==> src/rtl/fp_pkg.sv <==
// Shared types, flag bit positions and width helpers for the pipelined FP multiplier.
package fp_pkg;

    typedef enum logic [1:0] {
        FP_ZERO,
        FP_NORM,
        FP_INF,
        FP_NAN
    } fp_class_t;

    // Flag vector layout is {NV, OF, UF, NX}.
    localparam int FLAG_NX = 0;
    localparam int FLAG_UF = 1;
    localparam int FLAG_OF = 2;
    localparam int FLAG_NV = 3;
    localparam int FLAG_W  = 4;

    function automatic int fp_w(input int exp_w, input int man_w);
        return 1 + exp_w + man_w;
    endfunction

    // Subnormals (exp==0) are deliberately classed as zero so they flush.
    function automatic fp_class_t fp_classify(input logic exp_zero, input logic exp_max,
                                              input logic man_zero);
        if (exp_zero)
            return FP_ZERO;
        else if (exp_max)
            return man_zero ? FP_INF : FP_NAN;
        else
            return FP_NORM;
    endfunction

endpackage

==> src/rtl/fp_mul_pipe_if.sv <==
// Valid/ready operand and result channels of the FP multiply unit.
interface fp_mul_pipe_if #(
    parameter int EXP_W = 8,
    parameter int MAN_W = 23,
    parameter int TAG_W = 4
);
    import fp_pkg::*;

    localparam int W = fp_w(EXP_W, MAN_W);

    logic             in_valid;
    logic             in_ready;
    logic [W-1:0]     in_a;
    logic [W-1:0]     in_b;
    logic [TAG_W-1:0] in_tag;
    logic             out_valid;
    logic             out_ready;
    logic [W-1:0]     out_result;
    logic [TAG_W-1:0] out_tag;
    logic [FLAG_W-1:0] out_flags;

    modport master (
        output in_valid, in_a, in_b, in_tag, out_ready,
        input  in_ready, out_valid, out_result, out_tag, out_flags
    );

    modport slave (
        input  in_valid, in_a, in_b, in_tag, out_ready,
        output in_ready, out_valid, out_result, out_tag, out_flags
    );

endinterface

==> src/rtl/fp_round_pack.sv <==
// Combinational round/saturate/pack for a normalised product; RNE when FPMUL_RNE_EN
// is defined, otherwise truncation with no incrementer.
module fp_round_pack
    import fp_pkg::*;
#(
    parameter int EXP_W = 8,
    parameter int MAN_W = 23
) (
    input  logic                          sign,
    input  logic signed [EXP_W+1:0]       exp_in,
    input  logic [MAN_W-1:0]              man,
    input  logic                          guard,
    input  logic                          sticky,
    output logic [fp_w(EXP_W, MAN_W)-1:0] result,
    output logic                          of_flag,
    output logic                          uf_flag,
    output logic                          nx_flag
);

    localparam logic signed [EXP_W+1:0] EMAX_S = {2'b00, {EXP_W{1'b1}}};
    localparam logic signed [EXP_W+1:0] ZERO_S = '0;

    logic [MAN_W:0]          man_rnd;
    logic signed [EXP_W+1:0] exp_rnd;

`ifdef FPMUL_RNE_EN
    logic inc;
    assign inc     = guard & (sticky | man[0]);
    assign man_rnd = {1'b0, man} + {{MAN_W{1'b0}}, inc};
`else
    assign man_rnd = {1'b0, man};
`endif

    // A carry out of the mantissa leaves the field at zero and bumps the exponent.
    assign exp_rnd = exp_in + $signed({{(EXP_W+1){1'b0}}, man_rnd[MAN_W]});

    always_comb begin
        nx_flag = guard | sticky;
        of_flag = 1'b0;
        uf_flag = 1'b0;
        result  = {sign, exp_rnd[EXP_W-1:0], man_rnd[MAN_W-1:0]};
        if (exp_rnd >= EMAX_S) begin
            result  = {sign, {EXP_W{1'b1}}, {MAN_W{1'b0}}};
            of_flag = 1'b1;
            nx_flag = 1'b1;
        end else if (exp_rnd <= ZERO_S) begin
            result  = {sign, {(EXP_W+MAN_W){1'b0}}};
            uf_flag = 1'b1;
            nx_flag = 1'b1;
        end
    end

endmodule

==> src/rtl/fp_mul_pipe.sv <==
// Three-stage pipelined FP multiplier (classify / multiply / round) with a global
// advance enable for backpressure. Rounding mode selected by FPMUL_RNE_EN.
module fp_mul_pipe
    import fp_pkg::*;
#(
    parameter int EXP_W = 8,
    parameter int MAN_W = 23,
    parameter int TAG_W = 4
) (
    input  logic         clk,
    input  logic         rst_n,
    fp_mul_pipe_if.slave bus
);

    localparam int W      = fp_w(EXP_W, MAN_W);
    localparam int XW     = EXP_W + 2;
    localparam int PROD_W = 2 * MAN_W + 2;
    localparam logic signed [XW-1:0] BIAS_S = XW'((1 << (EXP_W - 1)) - 1);
    localparam logic signed [XW-1:0] ONE_S  = 1;
    localparam logic [W-1:0] QNAN = {1'b0, {EXP_W{1'b1}}, 1'b1, {(MAN_W-1){1'b0}}};

    logic adv;
    logic out_valid_reg;

    // Whole pipe freezes when the held result is not being taken.
    assign adv          = ~out_valid_reg | bus.out_ready;
    assign bus.in_ready = adv;

    // ---------------- S1: unpack, classify, exponent sum ----------------
    logic [W-1:0]     opnd [2];
    logic [1:0]       sgn;
    logic [EXP_W-1:0] expf [2];
    logic [MAN_W:0]   sig  [2];
    fp_class_t        cls  [2];

    assign opnd[0] = bus.in_a;
    assign opnd[1] = bus.in_b;

    generate
        for (genvar gi = 0; gi < 2; gi++) begin : g_unpack
            assign sgn[gi]  = opnd[gi][W-1];
            assign expf[gi] = opnd[gi][W-2 -: EXP_W];
            assign sig[gi]  = {1'b1, opnd[gi][MAN_W-1:0]};
            assign cls[gi]  = fp_classify(expf[gi] == '0, &expf[gi],
                                          opnd[gi][MAN_W-1:0] == '0);
        end
    endgenerate

    logic              prod_sign;
    logic              spec_hit;
    logic [W-1:0]      spec_result;
    logic [FLAG_W-1:0] spec_flags;
    logic signed [XW-1:0] exp_sum;

    assign prod_sign = sgn[0] ^ sgn[1];
    assign exp_sum   = $signed({2'b00, expf[0]}) + $signed({2'b00, expf[1]}) - BIAS_S;

    always_comb begin
        spec_hit    = 1'b1;
        spec_result = '0;
        spec_flags  = '0;
        if (cls[0] == FP_NAN || cls[1] == FP_NAN) begin
            spec_result = QNAN;
        end else if ((cls[0] == FP_INF && cls[1] == FP_ZERO) ||
                     (cls[0] == FP_ZERO && cls[1] == FP_INF)) begin
            spec_result         = QNAN;
            spec_flags[FLAG_NV] = 1'b1;
        end else if (cls[0] == FP_INF || cls[1] == FP_INF) begin
            spec_result = {prod_sign, {EXP_W{1'b1}}, {MAN_W{1'b0}}};
        end else if (cls[0] == FP_ZERO || cls[1] == FP_ZERO) begin
            spec_result = {prod_sign, {(W-1){1'b0}}};
        end else begin
            spec_hit = 1'b0;
        end
    end

    logic              s1_valid_reg, s1_sign_reg, s1_special_reg;
    logic signed [XW-1:0] s1_exp_reg;
    logic [MAN_W:0]    s1_man_a_reg, s1_man_b_reg;
    logic [W-1:0]      s1_spec_result_reg;
    logic [FLAG_W-1:0] s1_spec_flags_reg;
    logic [TAG_W-1:0]  s1_tag_reg;

    always_ff @(posedge clk or negedge rst_n) begin
        if (!rst_n) begin
            s1_valid_reg       <= 1'b0;
            s1_sign_reg        <= 1'b0;
            s1_special_reg     <= 1'b0;
            s1_exp_reg         <= '0;
            s1_man_a_reg       <= '0;
            s1_man_b_reg       <= '0;
            s1_spec_result_reg <= '0;
            s1_spec_flags_reg  <= '0;
            s1_tag_reg         <= '0;
        end else if (adv) begin
            s1_valid_reg       <= bus.in_valid;
            s1_sign_reg        <= prod_sign;
            s1_special_reg     <= spec_hit;
            s1_exp_reg         <= exp_sum;
            s1_man_a_reg       <= sig[0];
            s1_man_b_reg       <= sig[1];
            s1_spec_result_reg <= spec_result;
            s1_spec_flags_reg  <= spec_flags;
            s1_tag_reg         <= bus.in_tag;
        end
    end

    // ---------------- S2: mantissa product ----------------
    logic              s2_valid_reg, s2_sign_reg, s2_special_reg;
    logic signed [XW-1:0] s2_exp_reg;
    logic [PROD_W-1:0] s2_prod_reg;
    logic [W-1:0]      s2_spec_result_reg;
    logic [FLAG_W-1:0] s2_spec_flags_reg;
    logic [TAG_W-1:0]  s2_tag_reg;

    always_ff @(posedge clk or negedge rst_n) begin
        if (!rst_n) begin
            s2_valid_reg       <= 1'b0;
            s2_sign_reg        <= 1'b0;
            s2_special_reg     <= 1'b0;
            s2_exp_reg         <= '0;
            s2_prod_reg        <= '0;
            s2_spec_result_reg <= '0;
            s2_spec_flags_reg  <= '0;
            s2_tag_reg         <= '0;
        end else if (adv) begin
            s2_valid_reg       <= s1_valid_reg;
            s2_sign_reg        <= s1_sign_reg;
            s2_special_reg     <= s1_special_reg;
            s2_exp_reg         <= s1_exp_reg;
            s2_prod_reg        <= PROD_W'(s1_man_a_reg) * PROD_W'(s1_man_b_reg);
            s2_spec_result_reg <= s1_spec_result_reg;
            s2_spec_flags_reg  <= s1_spec_flags_reg;
            s2_tag_reg         <= s1_tag_reg;
        end
    end

    // ---------------- S3: normalise, round, pack ----------------
    logic [MAN_W-1:0]     norm_man;
    logic                 norm_guard, norm_sticky;
    logic signed [XW-1:0] norm_exp;

    always_comb begin
        if (s2_prod_reg[PROD_W-1]) begin
            norm_man    = s2_prod_reg[PROD_W-2 -: MAN_W];
            norm_guard  = s2_prod_reg[MAN_W];
            norm_sticky = |s2_prod_reg[MAN_W-1:0];
            norm_exp    = s2_exp_reg + ONE_S;
        end else begin
            norm_man    = s2_prod_reg[PROD_W-3 -: MAN_W];
            norm_guard  = s2_prod_reg[MAN_W-1];
            norm_sticky = |s2_prod_reg[MAN_W-2:0];
            norm_exp    = s2_exp_reg;
        end
    end

    logic [W-1:0]      rp_result;
    logic              rp_of, rp_uf, rp_nx;
    logic [FLAG_W-1:0] rp_flags;

    fp_round_pack #(.EXP_W(EXP_W), .MAN_W(MAN_W)) u_round_pack (
        .sign    (s2_sign_reg),
        .exp_in  (norm_exp),
        .man     (norm_man),
        .guard   (norm_guard),
        .sticky  (norm_sticky),
        .result  (rp_result),
        .of_flag (rp_of),
        .uf_flag (rp_uf),
        .nx_flag (rp_nx)
    );

    always_comb begin
        rp_flags          = '0;
        rp_flags[FLAG_OF] = rp_of;
        rp_flags[FLAG_UF] = rp_uf;
        rp_flags[FLAG_NX] = rp_nx;
    end

    logic [W-1:0]      out_result_reg;
    logic [TAG_W-1:0]  out_tag_reg;
    logic [FLAG_W-1:0] out_flags_reg;

    // Output data only loads on a valid stage so bubbles never expose junk.
    always_ff @(posedge clk or negedge rst_n) begin
        if (!rst_n) begin
            out_valid_reg  <= 1'b0;
            out_result_reg <= '0;
            out_tag_reg    <= '0;
            out_flags_reg  <= '0;
        end else if (adv) begin
            out_valid_reg <= s2_valid_reg;
            if (s2_valid_reg) begin
                out_result_reg <= s2_special_reg ? s2_spec_result_reg : rp_result;
                out_flags_reg  <= s2_special_reg ? s2_spec_flags_reg : rp_flags;
                out_tag_reg    <= s2_tag_reg;
            end
        end
    end

    assign bus.out_valid  = out_valid_reg;
    assign bus.out_result = out_result_reg;
    assign bus.out_tag    = out_tag_reg;
    assign bus.out_flags  = out_flags_reg;

endmodule

==> src/flat_wrapper.sv <==
// flat-port wrapper written by rule: the top's interface ports become plain ports
module fp_mul_pipe_flat import fp_pkg::*;
#(
    parameter int EXP_W = 8,
    parameter int MAN_W = 23,
    parameter int TAG_W = 4
)
  (clk, rst_n, bus_in_valid, bus_in_a, bus_in_b, bus_in_tag, bus_out_ready, bus_in_ready, bus_out_valid, bus_out_result, bus_out_tag, bus_out_flags);
  fp_mul_pipe_if #(.EXP_W(EXP_W), .MAN_W(MAN_W), .TAG_W(TAG_W)) bus_i ();
  input  logic clk;
  input  logic rst_n;
  input wire logic [$bits(bus_i.in_valid)-1:0] bus_in_valid;
  input wire logic [$bits(bus_i.in_a)-1:0] bus_in_a;
  input wire logic [$bits(bus_i.in_b)-1:0] bus_in_b;
  input wire logic [$bits(bus_i.in_tag)-1:0] bus_in_tag;
  input wire logic [$bits(bus_i.out_ready)-1:0] bus_out_ready;
  output wire logic [$bits(bus_i.in_ready)-1:0] bus_in_ready;
  output wire logic [$bits(bus_i.out_valid)-1:0] bus_out_valid;
  output wire logic [$bits(bus_i.out_result)-1:0] bus_out_result;
  output wire logic [$bits(bus_i.out_tag)-1:0] bus_out_tag;
  output wire logic [$bits(bus_i.out_flags)-1:0] bus_out_flags;
  assign bus_i.in_valid = bus_in_valid;
  assign bus_i.in_a = bus_in_a;
  assign bus_i.in_b = bus_in_b;
  assign bus_i.in_tag = bus_in_tag;
  assign bus_i.out_ready = bus_out_ready;
  assign bus_in_ready = bus_i.in_ready;
  assign bus_out_valid = bus_i.out_valid;
  assign bus_out_result = bus_i.out_result;
  assign bus_out_tag = bus_i.out_tag;
  assign bus_out_flags = bus_i.out_flags;
  fp_mul_pipe #(.EXP_W(EXP_W), .MAN_W(MAN_W), .TAG_W(TAG_W)) u_core (.clk(clk), .rst_n(rst_n), .bus(bus_i));
endmodule
==> config.mk <==
export PLATFORM = sky130hd
export DESIGN_NAME = fp_mul_pipe_flat
export DESIGN_NICKNAME = d
export VERILOG_FILES = /design/src/rtl/fp_pkg.sv /design/src/rtl/fp_mul_pipe_if.sv /design/src/rtl/fp_round_pack.sv /design/src/rtl/fp_mul_pipe.sv /design/src/flat_wrapper.sv
export SDC_FILE = /design/constraint.sdc
export NUM_CORES = 2
export LEC_CHECK = 0
export ABC_CLOCK_PERIOD_IN_PS = 12420
export CAP_MARGIN = 10
export CORE_UTILIZATION = 40
export DETAILED_ROUTE_END_ITERATION = 16
export PLACE_DENSITY = 0.58
export SLEW_MARGIN = 5
export SYNTH_ARGS = -nofsm -noshare
export SYNTH_HDL_FRONTEND = slang
export SYNTH_SLANG_ARGS = --single-unit
==> constraint.sdc <==
create_clock -name clk -period 12.42 [get_ports clk]
set_clock_uncertainty 0.15 [all_clocks]
set_input_delay 3.726 -clock clk [delete_from_list [all_inputs] [get_ports clk]]
set_output_delay 3.726 -clock clk [all_outputs]
set_load 0.005 [all_outputs]
Word-level counts from Yosys, hierarchy flattened
Cells that the tools add are included.

Output and inout port bits: 42. Bits in writable memories: 0. Word-level logic and storage cells: 81. Memories kept: 0. Register bits: 237. Bits in read-only memories: 0. Latch bits: 0.

Bitwise operators: 4. Multiply operators: 1. Shift operators: 0. Divide/modulo/power cells: 0. Reductions and logical operators: 17. Eq/ne operators: 4. Add/sub/neg operators: 3. $lt $le $gt $ge: 2. Mux-type cells: 29.

Operators with widths (number): $mux 32 (5); $mux 31 (2); $mul 24x24->48 (1); $logic_not 23->1 (2); $mux 23 (1); $reduce_or 23->1 (1); $reduce_or 22->1 (1); $logic_not 8->1 (2); $reduce_and 8->1 (2); $mux 1 (15); $add 10x2->10 const B (1); $ge 10x9->1 const B (1); $le 10x1->1 const B (1); $mux 10 (1); $sub 10x8->10 const B (1); $add 8x8->9 (1); $eq 2x2->1 const B (4); $mux 2 (4); $logic_not 2->1 (2); $logic_or 1x1->1 (4); $mux 4 (1); $logic_and 1x1->1 (2); $or 1x1->1 (2); $reduce_and 2->1 (1); 2 further kinds (2).

Logic depth before layout (Yosys ltp)
Depth in word-level cells: 10. Mapped depth: 27. Mapped depth without buffers: 25.

Hierarchy
Synthesis repeated with hierarchy kept, for this count alone.

Cells, all modules: 3115. Area, all modules: 27239.9 um2.

By module, submodules not included: fp_mul_pipe (instances 1, area each 26844.5 um2, cells an instance 3036, seq. area each 4454.3 um2); fp_round_pack (instances 1, area each 395.4 um2, cells an instance 79, seq. area each 0.0 um2).

Worst setup path before layout
No wires, ideal clock.

Kind: input port to output port. Start point: input port bus_out_ready. End point: output port bus_in_ready. Path slack: 4.123 ns. Path buffers: 2. Required time: 8.544 ns. Arrival time: 4.421 ns. Stages: 4. Cells stage by stage: nor2b_1 > inv_2 > clkbuf_1 > clkbuf_1.

Longest elaborated chain between the ends: 1.

Ends and longest elaborated chain: start: declaration (line flat_wrapper.sv:16) `input wire logic [$bits(bus_i.out_ready)-1:0] bus_out_ready;`; $or 1x1->1 (line fp_mul_pipe.sv:26) `assign adv = ~out_valid_reg | bus.out_ready;`; end: declaration (line flat_wrapper.sv:17) `output wire logic [$bits(bus_i.in_ready)-1:0] bus_in_ready;`.

Every way passes these cells.

Final worst setup path
Ends and elaborated chain as after synthesis.

==> results_dict.tcl <==
set metrics [dict create \
    met3_usage_pct 2.17 \
    grt_max_degree 120 \
    top_usage_layer "met2" \
    hold_buffers 0 \
    cts_setup_buffers 0 \
    dp_hpwl_um 51700 \
    path_clk_slew_ps 70 \
    largest_reg_flops 48 \
    rows 94 \
    start_util_pct 40.5 \
    worst_pin_slew_ps 1350 \
    synthArstFlopShare_pct 100 \
    syn_area_um2 26600 \
    clock_path_buffers 2 \
    hold_class "register to register" \
    ys_warn_count 0 \
    crit_chain "clkdlybuf4s50_1 > nor2b_4 > buf_4 > inv_4 > clkdlybuf4s50_1" \
    core_um2 65700 \
    grt.met1_usage_pct 27.6 \
    hold_viol 0 \
    worst_path_most_repeated_cell "clkdlybuf4s50_1" \
    cts_root_buf "clkbuf_16" \
    maxCapViolCount 0 \
    layout.cells.non_filler 3871 \
    pin_count 114 \
    vias 19834 \
    yosysSeqAreaShare_pct 16.7 \
    grt_pass1_wl_um 113000 \
    crit_family "buffers and inverters" \
    drt_iter0_markers 1243 \
    synth_nets 3728 \
    gp_congestion 0.841 \
    cts_htree_levels 4 \
    ys_types 59 \
    worstSetupPathType "input port to output pin" \
    area_growth_pct 9.10 \
    postCtsResizedCells 0 \
    antenna_found_initial 2 \
    num-nets-final 3733 \
    setup_tns_ps 0 \
    grt_usage_pct 21.2 \
    crit_path_start_kind "input port" \
    cts.sinks 178 \
    synth-edff-count 0 \
    numCtsBuffers 17 \
    overflow 0 \
    layout_min_cycle_time_ps 9270 \
    relSlewSlack_pct 9.88 \
    final_layout_size_suffix_gt1_share_pct 2.40 \
    cpMaxStageDelayCell "buf_4" \
    max_freq_ghz 0.108 \
    fin_crit_sh_pct 74.6 \
    path_buf_inv 4 \
    outcome "finished clean" \
    post-route-util_pct 44.1 \
    postSynthCellCount 2989 \
    placed_cells 3839 \
    crit_path_end_kind "output pin" \
    drtAntennaViolNets 0 \
    remaining_drc_errors 0 \
    die_y_um 260 \
    viasPerCell 5.12 \
    final-setup-viol-count 0 \
    critPathMaxFanout 57 \
    cts_tree "yes" \
    ys_seq_elements 178 \
    die_area_um2 67500 \
    wirelength_um 68000 \
    grt_pass1_vias 21341 \
    max_stage_delay_ps 520 \
    drtPass1Iterations 6 \
    synth_area_per_cell_um2 8.90 \
    rsz0062_at_grt "no" \
    grt_use_met2_pct 37.2 \
    arrival_ps 5390 \
    io_buffer_count 113 \
    yosys_most_used_dff "dfrtp_1" \
    fillers 6396 \
    drv_slew 0 \
    routedWlPerCell_um 17.6 \
    dieWidth_um 260 \
    clock_latency_ps 460 \
    crit_required_ps 8540 \
]
-- final cells by class --
class,instances,area [um2],area share (%)
multi-input cells,2095,19500,67.1
flip-flops and latches,178,4460,15.4
inverters,563,2120,7.29
repair buffers,139,1330,4.58
well taps,864,1080,3.72
clock buffers,17,425,1.47
clock inverters,14,145,0.500
diodes,1,2.50,0.00862
-- cell usage after synthesis (6+ instances only) --
master | n | area, um2
nand2_1 | 608 | 2280
inv_1 | 562 | 2110
fa_1 | 483 | 9670
and2_1 | 301 | 1880
ha_1 | 184 | 2300
dfrtp_1 | 178 | 4450
clkbuf_1 | 140 | 526
a21oi_1 | 72 | 360
nor2_1 | 70 | 263
o21ai_0 | 63 | 315
xnor2_1 | 31 | 272
xor2_1 | 30 | 263
a21o_1 | 29 | 218
mux2i_1 | 27 | 270
nor4_1 | 20 | 125
nand3_1 | 19 | 95.1
nor3_1 | 17 | 85.1
nand4_1 | 15 | 93.8
a31oi_1 | 13 | 81.3
o21bai_1 | 11 | 82.6
nand2b_1 | 9 | 56.3
o21ai_1 | 8 | 40.0
a221o_1 | 7 | 70.1
buf_1 | 7 | 26.3
nor2b_1 | 7 | 43.8
a211oi_1 | 6 | 45.0
-- final timing paths --
check | startpoint | end | slack, ps | cells after the start
max in group asynchronous | rst_n | u_core.s2_prod_reg[47] | 7400 | 2
min | u_core.s2_tag_reg[1] | u_core.s2_tag_reg[1] | 320 | 2
max | bus_out_ready | bus_in_ready | 3150 | 5
min reg2reg | u_core.s2_tag_reg[1] | u_core.s2_tag_reg[1] | 320 | 2
min in group asynchronous | rst_n | u_core.s1_exp_reg[9] | 3290 | 1
max reg2reg | u_core.s1_man_b_reg[11] | u_core.s2_prod_reg[41] | 4210 | 23
-- metal layers --
| metal | wire length (um) | up-vias | share of wire (%) |
|---|---|---|---|
| li1 | - | 9008 | - |
| met1 | 28900 | 10193 | 42 |
| met2 | 34400 | 524 | 51 |
| met3 | 3000 | 109 | 4.4 |
| met4 | 1810 | 0 | 2.7 |
| met5 | 0 | - | 0 |
-- through the flow --
| step | cell area (um2) | worst slack (ps) | hold WS (ps) |
|---|---|---|---|
| 2_1_floorplan | 26600 | 4120 | 285 |
| 3_3_place_gp | 28400 | 3100 | 297 |
| 3_5_place_dp | 28400 | 3120 | 304 |
| 4_1_cts | 29000 | 3110 | 320 |
| 5_1_grt | 29000 | 3010 | 337 |
| 6_report | 29000 | 3150 | 319 |
-- cell usage in the layout (no fill, tap or decap), types with 6 or more instances in the layout --
cell type        synthesis  layout
inv_1                  562     562
clkbuf_16                0      17
o21ai_0                 63      63
buf_4                    2      26
mux2i_1                 27      27
fa_1                   483     483
xor2_1                  30      30
nor4_1                  20      18
nor2_1                  70      70
a21o_1                  29      29
ha_1                   184     184
nor2b_1                  7       6
dfrtp_1                178     177
clkdlybuf4s50_1          0     112
nand3_1                 19      19
a31oi_1                 13      13
o21bai_1                11      11
o21ai_1                  8       8
nand2_1                608     608
and2_1                 301     301
xnor2_1                 31      31
inv_6                    0       6
a21oi_1                 72      72
a211oi_1                 6       6
a221o_1                  7       7
nand4_1                 15      15
nand2b_1                 9       9
nor3_1                  17      17
-- tightest hold or removal path: cells and delay by family, from the launching register on --
kind / cells / cell delay [ps]
flops: 1 / 340
simple gates: 2 / 100
-- cells by family after synthesis --
kind of cell             synth area share, %
AO/OA/AOI/OAI                           5.69
multiplexers                            1.23
adder cells (fa/ha/maj)                 45.0
AND/OR/NAND/NOR                         19.2
XOR/XNOR                                2.01
flip-flops                              16.7
buffers and inverters                   10.2
Power is left out: the tool's default activity adds up to more than one toggle a clock period on the data nets, which glitch-free logic cannot reach.
